==> config.mk <==
export PLATFORM = sky130hd
export DESIGN_NAME = pong_ball_engine_flat
export DESIGN_NICKNAME = d
export VERILOG_FILES = /design/src/rtl/pong_ball_engine_if.sv /design/src/rtl/pong_ball_engine.sv /design/src/flat_wrapper.sv
export SDC_FILE = /design/constraint.sdc
export NUM_CORES = 1
export LEC_CHECK = 0
export CELL_PAD_IN_SITES_DETAIL_PLACEMENT = 1
export CELL_PAD_IN_SITES_GLOBAL_PLACEMENT = 2
export CORE_MARGIN = 5
export CORE_UTILIZATION = 35
export CTS_BUF_LIST = sky130_fd_sc_hd__clkbuf_2 sky130_fd_sc_hd__clkbuf_4 sky130_fd_sc_hd__clkbuf_8
export DETAILED_ROUTE_END_ITERATION = 7
export PLACE_DENSITY = 0.94
export SLEW_MARGIN = 10
export SYNTH_ARGS = -nofsm -noshare
export SYNTH_HDL_FRONTEND = slang
export SYNTH_SLANG_ARGS = --single-unit
==> constraint.sdc <==
create_clock -name clk -period 5.48 [get_ports clk]
set_clock_uncertainty 0.05 [all_clocks]
set_input_delay 1.096 -clock clk [delete_from_list [all_inputs] [get_ports clk]]
set_output_delay 1.096 -clock clk [all_outputs]
set_load 0.05 [all_outputs]
==> src/rtl/pong_ball_engine_if.sv <==
// Frame-side control and renderer-side ball outputs of the pong ball engine.
// master: frame logic / bench; slave: the engine.
interface pong_ball_engine_if #(
  parameter int X_W = 9,
  parameter int Y_W = 8
);
  logic           tick;
  logic           go;
  logic           halt;
  logic [Y_W-1:0] paddle_l_y;
  logic [Y_W-1:0] paddle_r_y;
  logic [X_W-1:0] x;
  logic [Y_W-1:0] y;
  logic           moving;
  logic           score_l;
  logic           score_r;

  modport master (
    output tick, go, halt,
    output paddle_l_y, paddle_r_y,
    input  x, y, moving,
    input  score_l, score_r
  );

  modport slave (
    input  tick, go, halt,
    input  paddle_l_y, paddle_r_y,
    output x, y, moving,
    output score_l, score_r
  );
endinterface

==> src/rtl/pong_ball_engine.sv <==
// Pong ball physics: serve countdown, wall/paddle bounce, scoring.
// Define PONG_SPEEDUP_EN to speed the ball up on every paddle hit.
module pong_ball_engine #(
  parameter int X_W         = 9,
  parameter int Y_W         = 8,
  parameter int X_MAX       = 319,
  parameter int Y_MAX       = 239,
  parameter int BALL_SIZE   = 4,
  parameter int PADDLE_H    = 32,
  parameter int PADDLE_X_L  = 20,
  parameter int PADDLE_X_R  = 299,
  parameter int VEL_W       = 4,
  parameter int VX_INIT     = 2,
  parameter int VY_INIT     = 1,
  parameter int SERVE_DELAY = 60
) (
  input logic clk,
  input logic reset,
  pong_ball_engine_if.slave bus
);
  localparam int XL = X_MAX - BALL_SIZE + 1;
  localparam int YL = Y_MAX - BALL_SIZE + 1;
  localparam int RX = PADDLE_X_R - BALL_SIZE;
  localparam int W  = ((X_W > Y_W) ? X_W : Y_W) + 2;
  localparam int CW = $clog2(SERVE_DELAY + 2);

  localparam logic signed [W-1:0] XL_S  = W'(XL);
  localparam logic signed [W-1:0] YL_S  = W'(YL);
  localparam logic signed [W-1:0] RX_S  = W'(RX);
  localparam logic signed [W-1:0] PXL_S = W'(PADDLE_X_L);
  localparam logic signed [W-1:0] BS_S  = W'(BALL_SIZE);
  localparam logic signed [W-1:0] PH_S  = W'(PADDLE_H);

  localparam logic [X_W-1:0] XC = X_W'(XL / 2);
  localparam logic [Y_W-1:0] YC = Y_W'(YL / 2);
  localparam logic [CW-1:0]  SD = CW'(SERVE_DELAY);

  localparam logic signed [VEL_W-1:0] VXI = VEL_W'(VX_INIT);
  localparam logic signed [VEL_W-1:0] VYI = VEL_W'(VY_INIT);

  typedef enum logic [1:0] {
    IDLE, SERVE, MOVE, SCORED
  } state_t;

  state_t state;

  logic [X_W-1:0] x_q;
  logic [Y_W-1:0] y_q;
  logic [CW-1:0]  cnt;
  logic           moving_q;
  logic           score_l_q;
  logic           score_r_q;

  logic signed [VEL_W-1:0] vx;
  logic signed [VEL_W-1:0] vy;

  logic signed [W-1:0] xs, ys;
  logic signed [W-1:0] vxs, vys;
  logic signed [W-1:0] nx, ny;
  logic signed [W-1:0] pl, pr;
  logic signed [W-1:0] y_nx;
  logic signed [VEL_W-1:0] vy_nx;
  logic signed [VEL_W-1:0] vx_bnc;
  logic signed [VEL_W-1:0] vx_srv;
  logic ovl_l, ovl_r;
  logic hit_l, hit_r;
  logic out_l, out_r;

  assign xs  = $signed(W'(x_q));
  assign ys  = $signed(W'(y_q));
  assign vxs = W'(vx);
  assign vys = W'(vy);
  assign nx  = xs + vxs;
  assign ny  = ys + vys;
  assign pl  = $signed(W'(bus.paddle_l_y));
  assign pr  = $signed(W'(bus.paddle_r_y));

  assign ovl_l = (ys + BS_S > pl) && (ys < pl + PH_S);
  assign ovl_r = (ys + BS_S > pr) && (ys < pr + PH_S);

  assign hit_l = vx[VEL_W-1] && (xs >= PXL_S)
               && (nx < PXL_S) && ovl_l;
  assign hit_r = !vx[VEL_W-1] && (vx != '0)
               && (xs <= RX_S) && (nx > RX_S) && ovl_r;
  assign out_l = !hit_l && !hit_r && (nx < 0);
  assign out_r = !hit_l && !hit_r && !out_l
               && (nx > XL_S);

  always_comb begin
    y_nx  = ny;
    vy_nx = vy;
    if (ny < 0) begin
      y_nx  = '0;
      vy_nx = -vy;
    end else if (ny > YL_S) begin
      y_nx  = YL_S;
      vy_nx = -vy;
    end
  end

`ifdef PONG_SPEEDUP_EN
  localparam logic [VEL_W-1:0] VMAX =
    VEL_W'((1 << (VEL_W - 1)) - 1);

  logic [VEL_W-1:0] mag;
  logic [VEL_W-1:0] mag_inc;

  assign mag     = vx[VEL_W-1] ? VEL_W'(-vx) : VEL_W'(vx);
  assign mag_inc = (mag >= VMAX) ? VMAX : mag + 1'b1;
  assign vx_bnc  = vx[VEL_W-1] ? $signed(mag_inc)
                              : -$signed(mag_inc);
  assign vx_srv  = vx[VEL_W-1] ? -VXI : VXI;
`else
  assign vx_bnc = -vx;
  assign vx_srv = vx;
`endif

  always_ff @(posedge clk) begin
    if (!reset) begin
      state     <= IDLE;
      x_q       <= XC;
      y_q       <= YC;
      vx        <= VXI;
      vy        <= VYI;
      cnt       <= '0;
      moving_q  <= 1'b0;
      score_l_q <= 1'b0;
      score_r_q <= 1'b0;
    end else if (bus.halt) begin
      state     <= IDLE;
      x_q       <= XC;
      y_q       <= YC;
      moving_q  <= 1'b0;
      score_l_q <= 1'b0;
      score_r_q <= 1'b0;
    end else begin
      score_l_q <= 1'b0;
      score_r_q <= 1'b0;
      unique case (state)
        IDLE: begin
          if (bus.go) begin
            state <= SERVE;
            cnt   <= SD;
            vx    <= vx_srv;
          end
        end
        SERVE: begin
          if (bus.tick) begin
            if (cnt != '0) cnt <= cnt - 1'b1;
            if (cnt <= CW'(1)) begin
              state    <= MOVE;
              moving_q <= 1'b1;
            end
          end
        end
        MOVE: begin
          if (bus.tick) begin
            if (out_l || out_r) begin
              // position freezes so the renderer shows the exit point
              state     <= SCORED;
              moving_q  <= 1'b0;
              score_r_q <= out_l;
              score_l_q <= out_r;
            end else begin
              y_q <= Y_W'(y_nx);
              vy  <= vy_nx;
              if (hit_l) begin
                x_q <= X_W'(PXL_S);
                vx  <= vx_bnc;
              end else if (hit_r) begin
                x_q <= X_W'(RX_S);
                vx  <= vx_bnc;
              end else begin
                x_q <= X_W'(nx);
              end
            end
          end
        end
        SCORED: begin
          state <= SERVE;
          cnt   <= SD;
          x_q   <= XC;
          y_q   <= YC;
          vx    <= score_l_q ? VXI : -VXI;
          vy    <= VYI;
        end
      endcase
    end
  end

  assign bus.x       = x_q;
  assign bus.y       = y_q;
  assign bus.moving  = moving_q;
  assign bus.score_l = score_l_q;
  assign bus.score_r = score_r_q;
endmodule
==> src/flat_wrapper.sv <==
// flat-port wrapper written by rule: the top's interface ports become plain ports
module pong_ball_engine_flat 
#(
  parameter int X_W         = 9,
  parameter int Y_W         = 8,
  parameter int X_MAX       = 319,
  parameter int Y_MAX       = 239,
  parameter int BALL_SIZE   = 4,
  parameter int PADDLE_H    = 32,
  parameter int PADDLE_X_L  = 20,
  parameter int PADDLE_X_R  = 299,
  parameter int VEL_W       = 4,
  parameter int VX_INIT     = 2,
  parameter int VY_INIT     = 1,
  parameter int SERVE_DELAY = 60
)
  (clk, reset, bus_tick, bus_go, bus_halt, bus_paddle_l_y, bus_paddle_r_y, bus_x, bus_y, bus_moving, bus_score_l, bus_score_r);
  pong_ball_engine_if #(.X_W(X_W), .Y_W(Y_W)) bus_i ();
  input logic clk;
  input logic reset;
  input wire logic [$bits(bus_i.tick)-1:0] bus_tick;
  input wire logic [$bits(bus_i.go)-1:0] bus_go;
  input wire logic [$bits(bus_i.halt)-1:0] bus_halt;
  input wire logic [$bits(bus_i.paddle_l_y)-1:0] bus_paddle_l_y;
  input wire logic [$bits(bus_i.paddle_r_y)-1:0] bus_paddle_r_y;
  output wire logic [$bits(bus_i.x)-1:0] bus_x;
  output wire logic [$bits(bus_i.y)-1:0] bus_y;
  output wire logic [$bits(bus_i.moving)-1:0] bus_moving;
  output wire logic [$bits(bus_i.score_l)-1:0] bus_score_l;
  output wire logic [$bits(bus_i.score_r)-1:0] bus_score_r;
  assign bus_i.tick = bus_tick;
  assign bus_i.go = bus_go;
  assign bus_i.halt = bus_halt;
  assign bus_i.paddle_l_y = bus_paddle_l_y;
  assign bus_i.paddle_r_y = bus_paddle_r_y;
  assign bus_x = bus_i.x;
  assign bus_y = bus_i.y;
  assign bus_moving = bus_i.moving;
  assign bus_score_l = bus_i.score_l;
  assign bus_score_r = bus_i.score_r;
  pong_ball_engine #(.X_W(X_W), .Y_W(Y_W), .X_MAX(X_MAX), .Y_MAX(Y_MAX), .BALL_SIZE(BALL_SIZE), .PADDLE_H(PADDLE_H), .PADDLE_X_L(PADDLE_X_L), .PADDLE_X_R(PADDLE_X_R), .VEL_W(VEL_W), .VX_INIT(VX_INIT), .VY_INIT(VY_INIT), .SERVE_DELAY(SERVE_DELAY)) u_core (.clk(clk), .reset(reset), .bus(bus_i));
endmodule
==> impl_metrics.tcl <==
set metrics [dict create \
    die-area_mm2 0.0125 \
    synthesized_instance_count 456 \
    hold_path.startpoint "u_core.bus.x[0]$_SDFFE_PP0P_" \
    synth.yosys.seq_area_share 0.193 \
    worst_r2r_endpoint "u_core.bus.x[3]$_SDFFE_PP1P_" \
    power_leakage_nw 1.79 \
    total_via_count_after_detailed_routing 3523 \
    worst_r2r_startpoint "u_core.vx[3]$_SDFFE_PN0P_" \
    syn_area_mm2 0.00363 \
    gpl.final_weighted_congestion 0.834 \
    r2r_slack_ps 1130 \
    timing.setup.tns_ps 0 \
    root_buffer "sky130_fd_sc_hd__clkbuf_8" \
    synth-edff-count 0 \
    io_buffer_count 40 \
    report.final.hold_viol_count 0 \
    core-area_mm2 0.0102 \
    postSynth.asyncResetShare 0 \
    layout_cells_sized_above_1 0.0508 \
    net_count_after_synthesis 537 \
    yosysUniqueCellTypes 66 \
    final_util 0.414 \
    cts_hold_buffers 0 \
    cts_resized 0 \
    critPathMaxFanout 18 \
    final-setup-viol-count 0 \
    combinationalPowerShare 0.194 \
    path_class "input port to register" \
    pwr_density_cell_mw_per_mm2 141 \
    instances_no_fill 628 \
    finalCriticalPeriod_ps 4860 \
    die_h_um 112 \
    n_fill_cell 1266 \
    floorplan.initialDensity 0.355 \
    count_leader_synth "sky130_fd_sc_hd__ha_1" \
    aggregate_global_routing_overflow 0 \
    p_sw_frac 0.271 \
    clock_latency_ps 290 \
    clock_tree_from_tritoncts "yes" \
    die_width_um 112 \
    setup.worst_path.end_class "register" \
    postSynth.topFlopCell "sky130_fd_sc_hd__dfxtp_1" \
    p_sw_w 0.000162 \
    vdd_ir_drop_max_uv 102 \
    post_synth.cell_area_avg_um2 7.96 \
    route.antenna.remaining_nets 0 \
    tritoncts.num_buffers 5 \
    power.internal_w 0.000436 \
    cts-root-to-sink-buffers 2 \
    fin_worst_hold_slack_ps 457 \
    drt_iter0_drc 135 \
    timing.critical_path.mode_cell "sky130_fd_sc_hd__ha_1" \
    synthToLayoutAreaGrowth_pct 16.8 \
    timing.hold.worst_endpoint "u_core.bus.x[0]$_SDFFE_PP0P_" \
    min_period_over_period 0.888 \
    path_cells "clkdlybuf4s50_1 > ha_1 > xnor2_1 > ha_1 > a21oi_1 > a31oi_1 > or4_1 > a2111oi_0 > o221a_4 > nor3_4 > o21ai_4 > nand2b_4 > a2bb2oi_1" \
    result_of_the_run "completed" \
    grt_pass1_vias 3728 \
    synth_top_area_cell "sky130_fd_sc_hd__ha_1" \
    hold_path.class "register to register" \
    place_hpwl_mm 8.81 \
    fmaxAchievable_mhz 206 \
    ff_latch_count_synth 35 \
    yosys-top-cells-count "sky130_fd_sc_hd__ha_1 (59), sky130_fd_sc_hd__inv_1 (41), sky130_fd_sc_hd__dfxtp_1 (35)" \
    post_drt_wl_per_cell_um 17.4 \
    cts_sinks 35 \
    worst_hold_path_depth 2 \
    grt_antenna_before_repair 0 \
    share_clk_of_total_power 0.353 \
    nets 572 \
    grt_start_max_net_pins 19 \
    sequentialPowerShare 0.453 \
    boundaryPins 41 \
    cap_viol_max_count 0 \
    placementRows 37 \
    cts.clk_slew.worst_paths_ps 70 \
    post_cts.repair.setup_buffers 0 \
    max_transition_viols_final 0 \
    synth.yosys.warnings 0 \
    rsz0062_at_grt "no" \
    viasPerCell 5.61 \
    worst_slew_pin_slew_ps 817 \
    critical_path.startpoint_type "input port" \
    cpMaxStageDelayCell "sky130_fd_sc_hd__a2111oi_0" \
    netlist.area_leader.share 0.203 \
    timing.critical_path.required_ps 5650 \
    post-place-cells 620 \
    drt-pass1-iter-count 5 \
    worst_r2r_path_depth 10 \
    cp_data_arrival_time_ps 5030 \
    critical_path.max_stage_delay_ps 720 \
    drcViolationCount 0 \
    synthTopCellsByArea "sky130_fd_sc_hd__ha_1 (20%), sky130_fd_sc_hd__dfxtp_1 (19%), sky130_fd_sc_hd__a21oi_1 (4.7%), sky130_fd_sc_hd__inv_1 (4.2%), sky130_fd_sc_hd__o21ai_0 (3.4%)" \
    global_route_wire_length_before_repair_mm 18.3 \
    grt_util_all_layers 0.175 \
    slew_headroom 0.447 \
    cts_htree_levels 2 \
    postRouteWirelength_mm 10.9 \
    antenna_cells 0 \
]
## how the worst max path moves through the flow
stage	cells past startpoint	to	startpoint
after global placement	13	u_core.bus.y[5]$_SDFFE_PP1P_	bus_paddle_r_y[5]
after detailed placement	13	u_core.bus.x[3]$_SDFFE_PP1P_	bus_paddle_r_y[5]
after CTS	13	u_core.bus.x[3]$_SDFFE_PP1P_	bus_paddle_r_y[5]
final	13	u_core.bus.x[3]$_SDFFE_PP1P_	bus_paddle_r_y[5]
after floorplan	12	u_core.bus.x[1]$_SDFFE_PP1P_	bus_paddle_r_y[5]
after global routing	13	u_core.bus.x[3]$_SDFFE_PP1P_	bus_paddle_r_y[5]
## layer usage
layer | track usage | part of all wire | vias to the layer above
li1 | - | - | 1747
met1 | 0.216 | 0.45 | 1710
met2 | 0.318 | 0.50 | 51
met3 | 0.0272 | 0.031 | 15
met4 | 0.0389 | 0.014 | 0
met5 | 0 | 0 | -
## sequential cells by signal, summed over array words and instances, names as in the netlist
signal / count
u_core.bus.x: 9
u_core.vx: 3
u_core.bus.score_l: 1
u_core.cnt: 6
u_core.state: 2
u_core.bus.y: 8
u_core.bus.moving: 1
u_core.bus.score_r: 1
u_core.vy: 4
## cells in the final DEF (no fill, tap or decap), types with 14 or more instances in the layout
cell type                         instances
sky130_fd_sc_hd__nand3_1                 23
sky130_fd_sc_hd__nand2_1                 30
sky130_fd_sc_hd__xor2_1                  14
sky130_fd_sc_hd__clkdlybuf4s50_1         40
sky130_fd_sc_hd__dfxtp_1                 35
sky130_fd_sc_hd__ha_1                    59
sky130_fd_sc_hd__inv_1                   41
sky130_fd_sc_hd__xnor2_1                 14
sky130_fd_sc_hd__a21oi_1                 34
sky130_fd_sc_hd__nor2_1                  26
sky130_fd_sc_hd__o21ai_0                 25
## stage by stage
stage / setup slack [ps] / power [W] / area [um^2]
2_1_floorplan: 1290 / 0.000353 / 3630
3_3_place_gp: 512 / 0.000386 / 4130
3_5_place_dp: 354 / 0.000393 / 4130
4_1_cts: 661 / 0.000608 / 4240
5_1_grt: 363 / 0.000633 / 4240
6_report: 616 / 0.000597 / 4240
## cell families after synthesis
group,synth area share
fa+ha+maj,0.209
xor+xnor,0.0676
flops,0.193
compound gates,0.264
simple gates,0.200
buf+inv,0.0627
mux,0.00310
## power groups by stage
stage / registers (W) / clock network, W / logic [W]
after floorplan: 0.000276 / 0 / 0.0000771
after global placement: 0.000276 / 0 / 0.000110
after detailed placement: 0.000276 / 0 / 0.000117
after CTS: 0.000270 / 0.000220 / 0.000117
after global routing: 0.000272 / 0.000230 / 0.000131
final: 0.000271 / 0.000211 / 0.000116
## worst max-delay path, delay by kind of cell
kind | cells | cell delay (ps)
compound gates | 6 | 1960
xor+xnor | 1 | 120
fa+ha+maj | 2 | 530
buf+inv | 1 | 470
simple gates | 3 | 840
## area by class of cell
class / count / area, um^2 / area share
inverter: 41 / 154 / 0.0363
tap: 136 / 170 / 0.0402
multi-input combinational: 367 / 2700 / 0.637
clock buffer: 8 / 104 / 0.0245
timing repair buffer: 41 / 408 / 0.0963
sequential: 35 / 701 / 0.165
No activity file was read; power rests on OpenSTA's default activity.
